[src/rtl/quad_decoder.sv]
// quad_decoder: quadrature encoder front-end for the 8-bit up/down counter.
// Synchronises and glitch-filters A/B (and optionally IDX), decodes x4 Gray
// steps into a one-cycle count_en pulse plus an up_down direction level, and
// flags illegal double-bit transitions on a sticky err output.
// Optional index path (load/load_val on filtered IDX rising edge) is built
// only when the macro QDEC_INDEX_EN is defined.

module quad_decoder #(
  parameter int FILT_LEN = 3
) (
  input  logic       clk,
  input  logic       reset_n,
  input  logic       enc_a,
  input  logic       enc_b,
  input  logic       enc_idx,
  input  logic [7:0] preset,
  input  logic       err_clr,
  output logic       count_en,
  output logic       up_down,
  output logic       load,
  output logic [7:0] load_val,
  output logic       err
);

`ifdef QDEC_INDEX_EN
  localparam int NCH = 3;
`else
  localparam int NCH = 2;
`endif

  // Filter counter value on which the next mismatching sample commits the level.
  localparam logic [3:0] CNT_LAST  = 4'(FILT_LEN - 1);
  // Stable-cycle count after which INIT latches the current {A,B}.
  localparam logic [4:0] INIT_LAST = 5'(FILT_LEN + 1);

  typedef enum logic {
    INIT,
    TRACK
  } state_t;

  // Channel bit order: 0 = A, 1 = B, 2 = IDX (when present).
  logic [NCH-1:0]      raw_in;
  logic [NCH-1:0]      sync1;
  logic [NCH-1:0]      sync2;
  logic [NCH-1:0]      filt_lvl;
  logic [NCH-1:0][3:0] filt_cnt;

  state_t     state;
  state_t     state_next;
  logic [4:0] stable_cnt;
  logic [4:0] stable_next;
  logic [1:0] prev_ab;
  logic [1:0] prev_next;
  logic [1:0] cur_ab;
  logic       ab_stable;
  logic       step;
  logic       step_up;
  logic       illegal;
  logic       suppress;
  logic       count_en_next;
  logic       up_down_next;
  logic       err_next;

`ifdef QDEC_INDEX_EN
  assign raw_in = {enc_idx, enc_b, enc_a};
`else
  assign raw_in = {enc_b, enc_a};
  logic idx_unused;
  assign idx_unused = ^{enc_idx, preset};
`endif

  // {A,B} with A as the most significant bit, matching the Gray sequence notation.
  assign cur_ab    = {filt_lvl[0], filt_lvl[1]};
  assign ab_stable = (sync2[1:0] == filt_lvl[1:0]) &&
                     (filt_cnt[0] == 4'd0) && (filt_cnt[1] == 4'd0);

  // Two-flop synchroniser per encoder line.
  always_ff @(posedge clk) begin
    if (!reset_n) begin
      sync1 <= '0;
      sync2 <= '0;
    end else begin
      sync1 <= raw_in;
      sync2 <= sync1;
    end
  end

  // Per-channel persistence filter: level changes only after FILT_LEN consecutive differing samples.
  always_ff @(posedge clk) begin
    if (!reset_n) begin
      filt_lvl <= '0;
      filt_cnt <= '0;
    end else begin
      for (int i = 0; i < NCH; i++) begin
        if (sync2[i] == filt_lvl[i]) begin
          filt_cnt[i] <= 4'd0;
        end else if (filt_cnt[i] == CNT_LAST) begin
          filt_lvl[i] <= sync2[i];
          filt_cnt[i] <= 4'd0;
        end else begin
          filt_cnt[i] <= filt_cnt[i] + 4'd1;
        end
      end
    end
  end

`ifdef QDEC_INDEX_EN
  logic       idx_prev;
  logic       load_next;
  logic [7:0] load_val_next;

  assign load_next     = filt_lvl[2] & ~idx_prev;
  assign load_val_next = load_next ? preset : load_val;
  assign suppress      = load_next;

  // Index edge detector: load pulses one cycle after filtered IDX rises, capturing preset.
  always_ff @(posedge clk) begin
    if (!reset_n) begin
      idx_prev <= 1'b0;
      load     <= 1'b0;
      load_val <= 8'h00;
    end else begin
      idx_prev <= filt_lvl[2];
      load     <= load_next;
      load_val <= load_val_next;
    end
  end
`else
  assign suppress = 1'b0;
  assign load     = 1'b0;
  assign load_val = 8'h00;
`endif

  // Next-state and output decode: INIT waits for settled inputs, TRACK classifies each {A,B} change.
  always_comb begin
    state_next  = state;
    stable_next = stable_cnt;
    prev_next   = prev_ab;
    step        = 1'b0;
    step_up     = 1'b0;
    illegal     = 1'b0;
    unique case (state)
      INIT: begin
        if (!ab_stable) begin
          stable_next = 5'd0;
        end else if (stable_cnt == INIT_LAST) begin
          state_next  = TRACK;
          prev_next   = cur_ab;
          stable_next = 5'd0;
        end else begin
          stable_next = stable_cnt + 5'd1;
        end
      end
      TRACK: begin
        prev_next = cur_ab;
        case ({prev_ab, cur_ab})
          4'b0010, 4'b1011, 4'b1101, 4'b0100: begin
            step    = 1'b1;
            step_up = 1'b1;
          end
          4'b1000, 4'b1110, 4'b0111, 4'b0001: begin
            step    = 1'b1;
            step_up = 1'b0;
          end
          4'b0011, 4'b1100, 4'b1001, 4'b0110: begin
            illegal = 1'b1;
          end
          default: begin
          end
        endcase
      end
      default: begin
        state_next = INIT;
      end
    endcase
    count_en_next = step & ~suppress;
    up_down_next  = step ? step_up : up_down;
    err_next      = illegal ? 1'b1 : (err_clr ? 1'b0 : err);
  end

  // Decoder state and registered outputs.
  always_ff @(posedge clk) begin
    if (!reset_n) begin
      state      <= INIT;
      stable_cnt <= 5'd0;
      prev_ab    <= 2'b00;
      count_en   <= 1'b0;
      up_down    <= 1'b1;
      err        <= 1'b0;
    end else begin
      state      <= state_next;
      stable_cnt <= stable_next;
      prev_ab    <= prev_next;
      count_en   <= count_en_next;
      up_down    <= up_down_next;
      err        <= err_next;
    end
  end

endmodule

[config.mk]
export PLATFORM = sky130hd
export DESIGN_NAME = quad_decoder
export DESIGN_NICKNAME = d
export VERILOG_FILES = /design/src/rtl/quad_decoder.sv
export SDC_FILE = /design/constraint.sdc
export NUM_CORES = 1
export LEC_CHECK = 0
export BUFFER_PORTS_ARGS = -buffer_cell sky130_fd_sc_hd__buf_2
export CAP_MARGIN = 25
export CORE_AREA = 8 8 64 66
export CTS_CLUSTER_DIAMETER = 80
export DETAILED_ROUTE_END_ITERATION = 16
export DIE_AREA = 0 0 72 74
export HOLD_SLACK_MARGIN = 0.15
export PLACE_DENSITY = 0.65
export SLEW_MARGIN = 20
export SYNTH_ARGS = -nofsm -noshare
export SYNTH_HDL_FRONTEND = slang
export SYNTH_SLANG_ARGS = --single-unit
[constraint.sdc]
create_clock -name clk -period 4.2 [get_ports clk]
set_input_delay 0.21 -clock clk [delete_from_list [all_inputs] [get_ports clk]]
set_output_delay 0.21 -clock clk [all_outputs]
set_load 0.02 [all_outputs]
Word level (Yosys, flattened, before mapping)
Cells that the tools add are included.

cells by class
  add/subtract/negate cells = 3
  $mul = 0
  div/mod/pow operators = 0
  magnitude comparators = 0
  equality and inequality tests = 20
  shift operators = 0
  multiplexer cells = 16
  bitwise logic cells = 4
  reduce and logical (&&, ||, !) cells = 13

operators with widths
  operator                                             count
  equality test 4 bit, second input constant           6
  equality test 4 x 2 -> 1 bit, second input constant  4
  equality test 4 x 3 -> 1 bit, second input constant  3
  2-to-1 mux 1 bit                                     11
  2-to-1 mux 5 bit                                     2
  adder 4 x 1 -> 4 bit, second input constant          2
  logical NOT 4 bit                                    2
  OR reduction 4 bit                                   2
  OR reduction 8 bit                                   1
  AND reduction 2 bit                                  3
  OR reduction 3 bit                                   2
  adder 5 x 1 -> 5 bit, second input constant          1
  equality test 5 x 3 -> 1 bit, second input constant  1
  equality test 4 x 1 -> 1 bit, second input constant  1
  2-to-1 mux 2 bit                                     2
  != test 2 bit, second input constant                 2
  inverter 1 bit                                       4
  one-hot mux 2 bit (2 select lines)                   1
  equality test 1 bit                                  2
  equality test 2 bit                                  1
  logical AND 1 bit                                    2
  nonzero test 2 bit                                   1

storage, ports and cells
  bits in registers = 25
  latch bits = 0
  RAM bits = 0
  ROM bits = 0
  input bits = 14
  output and inout bits = 12
  word-level logic and storage cells = 68
  memories = 0

Longest topological paths before layout
Gate-level depths: netlist (run 1).

  word-level depth = 5
  depth in mapped cells = 6
  mapped depth without buffers = 6

Worst setup path before layout (run 1)
No wires, ideal clock.

  path type = register to register
  from = register stable_cnt[0]
  to = register stable_cnt[0]
  library setup time = 70 ps
  data arrival time = 1428 ps
  data required time = 4130 ps
  slack = 2702 ps
  stages on the path, launching flop included = 6
  path buffers = 0
  clock period less this slack = 1498 ps
  path through = dfxtp_1 > inv_1 > ha_1 > and4bb_2 > or4_1 > a21boi_1

on the way
  word-level cells in the longest chain between the ends = 3
  elaborated cells on any way between the ends = 4
  classes of those cells = 1 x add/sub; 1 x eq/ne; 2 x mux

ends and longest elaborated chain
  item                                                                  line      source
  start, declared                                                       50        logic [4:0] stable_cnt;
  start signal, assigned                                                192       stable_cnt <= stable_next;
  adder 5 x 1 -> 5 bit or equality test 5 x 3 -> 1 bit (tied branches)  151, 146
  2-to-1 mux 5 bit *                                                    146       end else if (stable_cnt == INIT_LAST) begin
  2-to-1 mux 5 bit *                                                    144       if (!ab_stable) begin

Every way passes the cells marked *; elsewhere a longest branch is shown, timed or not.
A chain may end at the register's enable or synchronous reset.

Worst setup path in the final report (run 1)
  from = register filt_cnt[4] in the netlist's numbering
  to = register stable_cnt[0]

on the way
  word-level cells in the longest chain between the ends = 3

ends and longest elaborated chain
  item                             line  source
  start, declared                  46    logic [NCH-1:0][3:0] filt_cnt;
  start signal, assigned by index  101   filt_cnt[i] <= filt_cnt[i] + 4'd1;
  logical NOT 4 bit                75    (filt_cnt[0] == 4'd0) && (filt_cnt[1] == 4'd0);
  logical AND 1 bit                75
  2-to-1 mux 5 bit                 144

No other way between the ends.

==> results of run 1 <==
## registers in the layout (all words and copies together), names as in the netlist
name,flops
filt_lvl,2
filt_cnt,8
state,1
err,1
sync2,2
up_down,1
prev_ab,2
count_en,1
sync1,2
stable_cnt,5
## tightest hold or removal path: cells and delay by family
family | cells | cell delay [ps]
AO/OA/AOI/OAI | 1 | 50
AND/OR/NAND/NOR | 1 | 90
buffers and inverters | 2 | 140
## placed cells by master, fill, tap and decap left out, drive strengths merged
cell / Yosys / routed
a21boi: 4 / 4
a21oi: 2 / 2
a311o: 1 / 1
a32oi: 3 / 3
and2: 4 / 4
and3: 4 / 4
and4bb: 2 / 2
buf: 12 / 7
clkbuf: 1 / 4
conb: 1 / 9
dfxtp: 25 / 25
dlygate4sd3: 0 / 2
ha: 8 / 8
inv: 9 / 9
nand2: 15 / 15
nand3: 8 / 8
nand3b: 2 / 2
nand4: 2 / 2
nand4bb: 1 / 1
nor2: 11 / 11
nor2b: 1 / 1
nor3: 2 / 2
nor4: 2 / 2
o211ai: 2 / 2
o21a: 4 / 4
o21ai: 3 / 3
or3: 2 / 2
or4: 1 / 1
xnor2: 6 / 6
xor2: 5 / 5
## logic make-up after synthesis
kind of cell	after synthesis
compound gates	19
flops	25
other cells	1
fa+ha+maj	8
buf+inv	23
xor+xnor	11
simple gates	57
## cells in the mapped netlist
library cell / n / area (um^2)
a21boi_0: 3 / 22.5
a21boi_1: 1 / 7.51
a21oi_1: 2 / 10.0
a311o_1: 1 / 10.0
a32oi_1: 3 / 26.3
and2_1: 4 / 25.0
and3_1: 4 / 25.0
and4bb_1: 1 / 12.5
and4bb_2: 1 / 12.5
buf_4: 11 / 82.6
buf_6: 1 / 11.3
clkbuf_1: 1 / 3.75
conb_1: 1 / 3.75
dfxtp_1: 25 / 500
dlymetal6s2s_1: 1 / 12.5
ha_1: 8 / 100
inv_1: 9 / 33.8
nand2_1: 15 / 56.3
nand3_1: 8 / 40.0
nand3b_1: 2 / 15.0
nand4_1: 1 / 6.26
nand4_4: 1 / 21.3
nand4bb_1: 1 / 11.3
nor2_1: 10 / 37.5
nor2_4: 1 / 11.3
nor2b_1: 1 / 6.26
nor3_1: 2 / 10.0
nor4_1: 2 / 12.5
o211ai_1: 2 / 15.0
o21a_1: 4 / 30.0
o21ai_0: 3 / 15.0
or3_1: 2 / 12.5
or4_1: 1 / 7.51
xnor2_1: 4 / 35.0
xnor2_4: 2 / 55.1
xor2_1: 5 / 43.8
## per-layer routing
metal  routed length, um  vias up  GRT usage (%)
met2                 940       14           13.1
met4                  34        0           4.76
li1                    -      482              -
met3                  95        4           2.16
met5                   0        -              0
met1                1020      432           10.2
## stage by stage
step	instance area (um^2)	utilization (%)	power [mW]
after detailed placement	1350	42.6	0.286
after CTS	1400	44.0	0.395
after global placement	1350	42.6	0.285
after floorplan	1370	-	0.286
final	1400	44.0	0.390
after global routing	1400	44.0	0.408
## final cells by class
type                            count  share of cell area, %
Timing Repair Buffer                9                   3.93
Tap cell                           46                   4.11
Clock buffer                        4                   1.88
Sequential cell                    25                   35.7
Inverter                            9                   2.41
Multi-Input combinational cell    104                   51.9
## final timing paths
check / start / endpoint / slack (ps) / depth (start not counted)
setup reg to reg: filt_cnt[4] / stable_cnt[0] / 2580 / 6
hold / removal: err_clr / err / 210 / 4
setup / recovery: filt_cnt[4] / stable_cnt[0] / 2580 / 6
hold reg to reg: sync1[1] / sync2[1] / 450 / 1
## report_power, final
part	leakage, nW	internal, mW	switching (mW)
Sequential	0.203	0.242	0.00505
Clock	0.0150	0.0372	0.0707
Combinational	0.325	0.0136	0.0219
## timing repair
action / 4_1_cts / 5_1_grt
hold buffers: 2 / 0
resized for setup: 0 / 0
endpoints found under the hold margin: 2 / 0
buffers inserted: 0 / 0
==> reports/metrics.cfg, run 1 <==
[place]
port_buffers = 7
dp_slack_ps = 2600
dpl.hpwl_um = 1520
gp_congestion = 0.793
dp_cells = 191

[finish]
nets = 174
fin_cells = 197
drive_gt1_share_pct = 9.93
fillers = 313
multiInputGateArea_um2 = 727
seq_area_um2 = 500
area_delta_synth_final_pct = 4.38
antennaDiodeCount = 0

[worst_setup_path]
slowest_stage = or4_1
cp.arrival_ps = 1890
crit_fanout = 7
crit_family = simple AND/OR/NAND/NOR gates
cp.buffers_inverters = 1
criticalPathCategory = register to register
cp-start-kind = register
cp_cell_sequence = inv_1, ha_1, and4bb_1, nand4_4, or4_1, a21boi_1
end_kind = register
max_stage_delay_ps = 420
critPathRequiredTime_ps = 4460

[floorplanning]
core-area_mm2 = 0.00318
core.rowCount = 21
io_pins = 26
die_area_mm2 = 0.00533
dieHeight_um = 74
start_util_pct = 42.2
die_w_um = 72

[drt]
vias = 932
wirelength_um = 2090
ant_nets = 0
first_iter_violations = 27
drc_errors = 0
viasPerCell = 4.73
first_pass_iters = 4
wl_per_cell_um = 10.6

[power]
leakagePower_nw = 0.543
p_per_area_mw_per_mm2 = 279
ir_drop_mv = 0.135

[clock_tree]
h-tree-depth = 1
clock_latency_ps = 320
clk_pin_slew_ps = 130
numCtsBuffers = 3
cts_root_buf = clkbuf_4
cts_num_sinks = 25
cts.path.max_buffers = 2
cts_tree = done

[timing]
fin_crit_ps = 1620
setup_slack_ps = 2580
finClkSkew_ps = 1.34
hold_viol = 0
setup_violations = 0
fmax_ghz = 0.616
final.setup.tns_ps = 0
min_period_over_period_pct = 38.7
drv_slew = 0
rsz0062_at_grt = false
holdWs_ps = 211

[global_routing]
grt_pass1_wl_um = 3590
grt_pass1_vias = 834
grt_usage_pct = 8.34
grt_overflow = 0
antenna_found_initial = 0
grt_start_max_net_pins = 27

[logic_synthesis]
synth_top_family_by_area = simple AND/OR/NAND/NOR gates
synth_warnings = 0
syn_area_mm2 = 0.00134
synthAdderAreaFrac_pct = 7.46
synth_compound_area_share_pct = 10.2
synth.mux.area_fraction_pct = 0
ys_ff_latch = 25
yosysSeqAreaShare_pct = 37.3
synth_xor_area_share_pct = 9.98
yosys.cell_types.count = 36
synthCells = 144
synth-simple-area-share_pct = 24.1
syn_avg_cell_area_um2 = 9.31

[outcome]
status = finished clean

[job]
cap_violations = 0

[min_path]
hold_class = input port to register

(Power assumes the default switching activity.)
==> inputs of run 2 (changes only) <==
==> constraint.sdc (replaced) <==
create_clock -name clk -period 1.5 [get_ports clk]
set_input_delay 0.075 -clock clk [delete_from_list [all_inputs] [get_ports clk]]
set_output_delay 0.075 -clock clk [all_outputs]
set_load 0.02 [all_outputs]
==> reports/metrics.cfg, run 2 (synthesis gave the netlist of run 1 again) <==
[finish]
reg_top3 = filt_cnt: 8 flops, stable_cnt: 5 flops
area_delta_synth_final_pct = 17.4
multiInputGateArea_um2 = 768
final_common_cell = dfxtp_1
largest_register = filt_cnt
drive_gt1_share_pct = 25.1
seq_area_um2 = 504
layout_common_cells = dfxtp_1 (22), nand2_1 (14), buf_4 (13)
fillers = 315
largest_reg_flops = 8
nets = 190
antennaDiodeCount = 0

[place]
dp_slack_ps = -18.9
gp_congestion = 0.781
port_buffers = 7
dpl.hpwl_um = 1760

[floorplanning]
core-area_mm2 = 0.00318
core.rowCount = 21
start_util_pct = 42.2
die_w_um = 72
dieHeight_um = 74
die_area_mm2 = 0.00533
io_pins = 26

[global_routing]
grt_overflow = 0
antenna_found_initial = 0
grt_pass1_wl_um = 3950
grt_pass1_vias = 948
grt_start_max_net_pins = 27
grt_usage_pct = 9.18

[job]
cap_violations = 0

[clock_tree]
cts_root_buf = clkbuf_4
clk_pin_slew_ps = 140
cts.path.max_buffers = 2
post-cts-setup-buffers = 0
numCtsBuffers = 3
h-tree-depth = 1
cts_tree = done
cts_num_sinks = 25
clock_latency_ps = 320

[timing]
hold_viol = 0
rsz0062_at_grt = true
finClkSkew_ps = 13.9
setup_violations = 1
fmax_ghz = 0.658
fin_crit_ps = 1520
holdWs_ps = 166
drv_slew = 0
min_period_over_period_pct = 101
setup_slack_ps = -20.5

[outcome]
status = finished, violations left
failed_checks = negative setup slack

[drt]
ant_nets = 0
vias = 1002
viasPerCell = 4.70
drc_errors = 0
first_iter_violations = 52
wirelength_um = 2350
wl_per_cell_um = 11.0
first_pass_iters = 4

[worst_setup_path]
crit_fanout = 2
r2r-start = filt_cnt[4]
cp-start-kind = register
cp.arrival_ps = 1790
criticalPathCategory = register to register
end_kind = register
startpoint = filt_cnt[4]
critPathRequiredTime_ps = 1770

[power]
p_per_area_mw_per_mm2 = 718
leakagePower_nw = 0.630
ir_drop_mv = 0.413

[min_path]
hold_class = input port to register
hold_path.startpoint = reset_n

## run 2: area by class of cell
| type | instances | area share, % |
|---|---|---|
| sequential | 25 | 32.0 |
| clock buffer | 4 | 1.67 |
| multi-input combinational | 104 | 48.8 |
| inverter | 9 | 2.15 |
| tap | 46 | 3.66 |
| timing repair buffer | 25 | 11.7 |
## run 2: worst paths after layout
path	end	slack (ps)	cells after the start
worst min-delay path	stable_cnt[3]	170	2
worst min register to register	sync2[1]	450	1
worst max register to register	stable_cnt[0]	-20	6
worst max-delay path	stable_cnt[0]	-20	6
## run 2: per-stage QoR
stage,instances,utilization (%),instance area [um^2],setup TNS [ps],power (mW)
after CTS,213,48.1,1530,-18.7,1.14
after global placement,205,45.9,1460,-0.497,0.819
after global routing,213,49.5,1570,-143,1.18
after detailed placement,205,45.9,1460,-18.9,0.824
after floorplan,152,-,1370,0,0.800
final,213,49.5,1570,-20.5,1.13
## run 2: power by group
group / internal [mW] / leakage, nW / switching [mW]
clock network: 0.104 / 0.0150 / 0.199
logic: 0.0639 / 0.411 / 0.0760
registers: 0.678 / 0.204 / 0.00987
## run 2: timing repair
item	in CTS	in global routing
hold buffers	4	0
setup endpoints to repair	1	6
hold endpoints to repair	4	0
pin swaps	2	4
gates resized for setup	3	16
## run 2: metal layers
layer	vias up	wire length, um	track usage (%)
met5	-	0	0
met4	0	38	4.76
met3	5	90	2.02
met2	17	1160	16.4
met1	463	1060	10.0
li1	517	-	-
## run 2: worst max-delay path: stages (launching register included)
cell and delay, ps:
dfxtp_2 350, inv_2 70, ha_4 130, and4bb_2 270
nand4_4 120, or4_1 410, a21boi_1 120
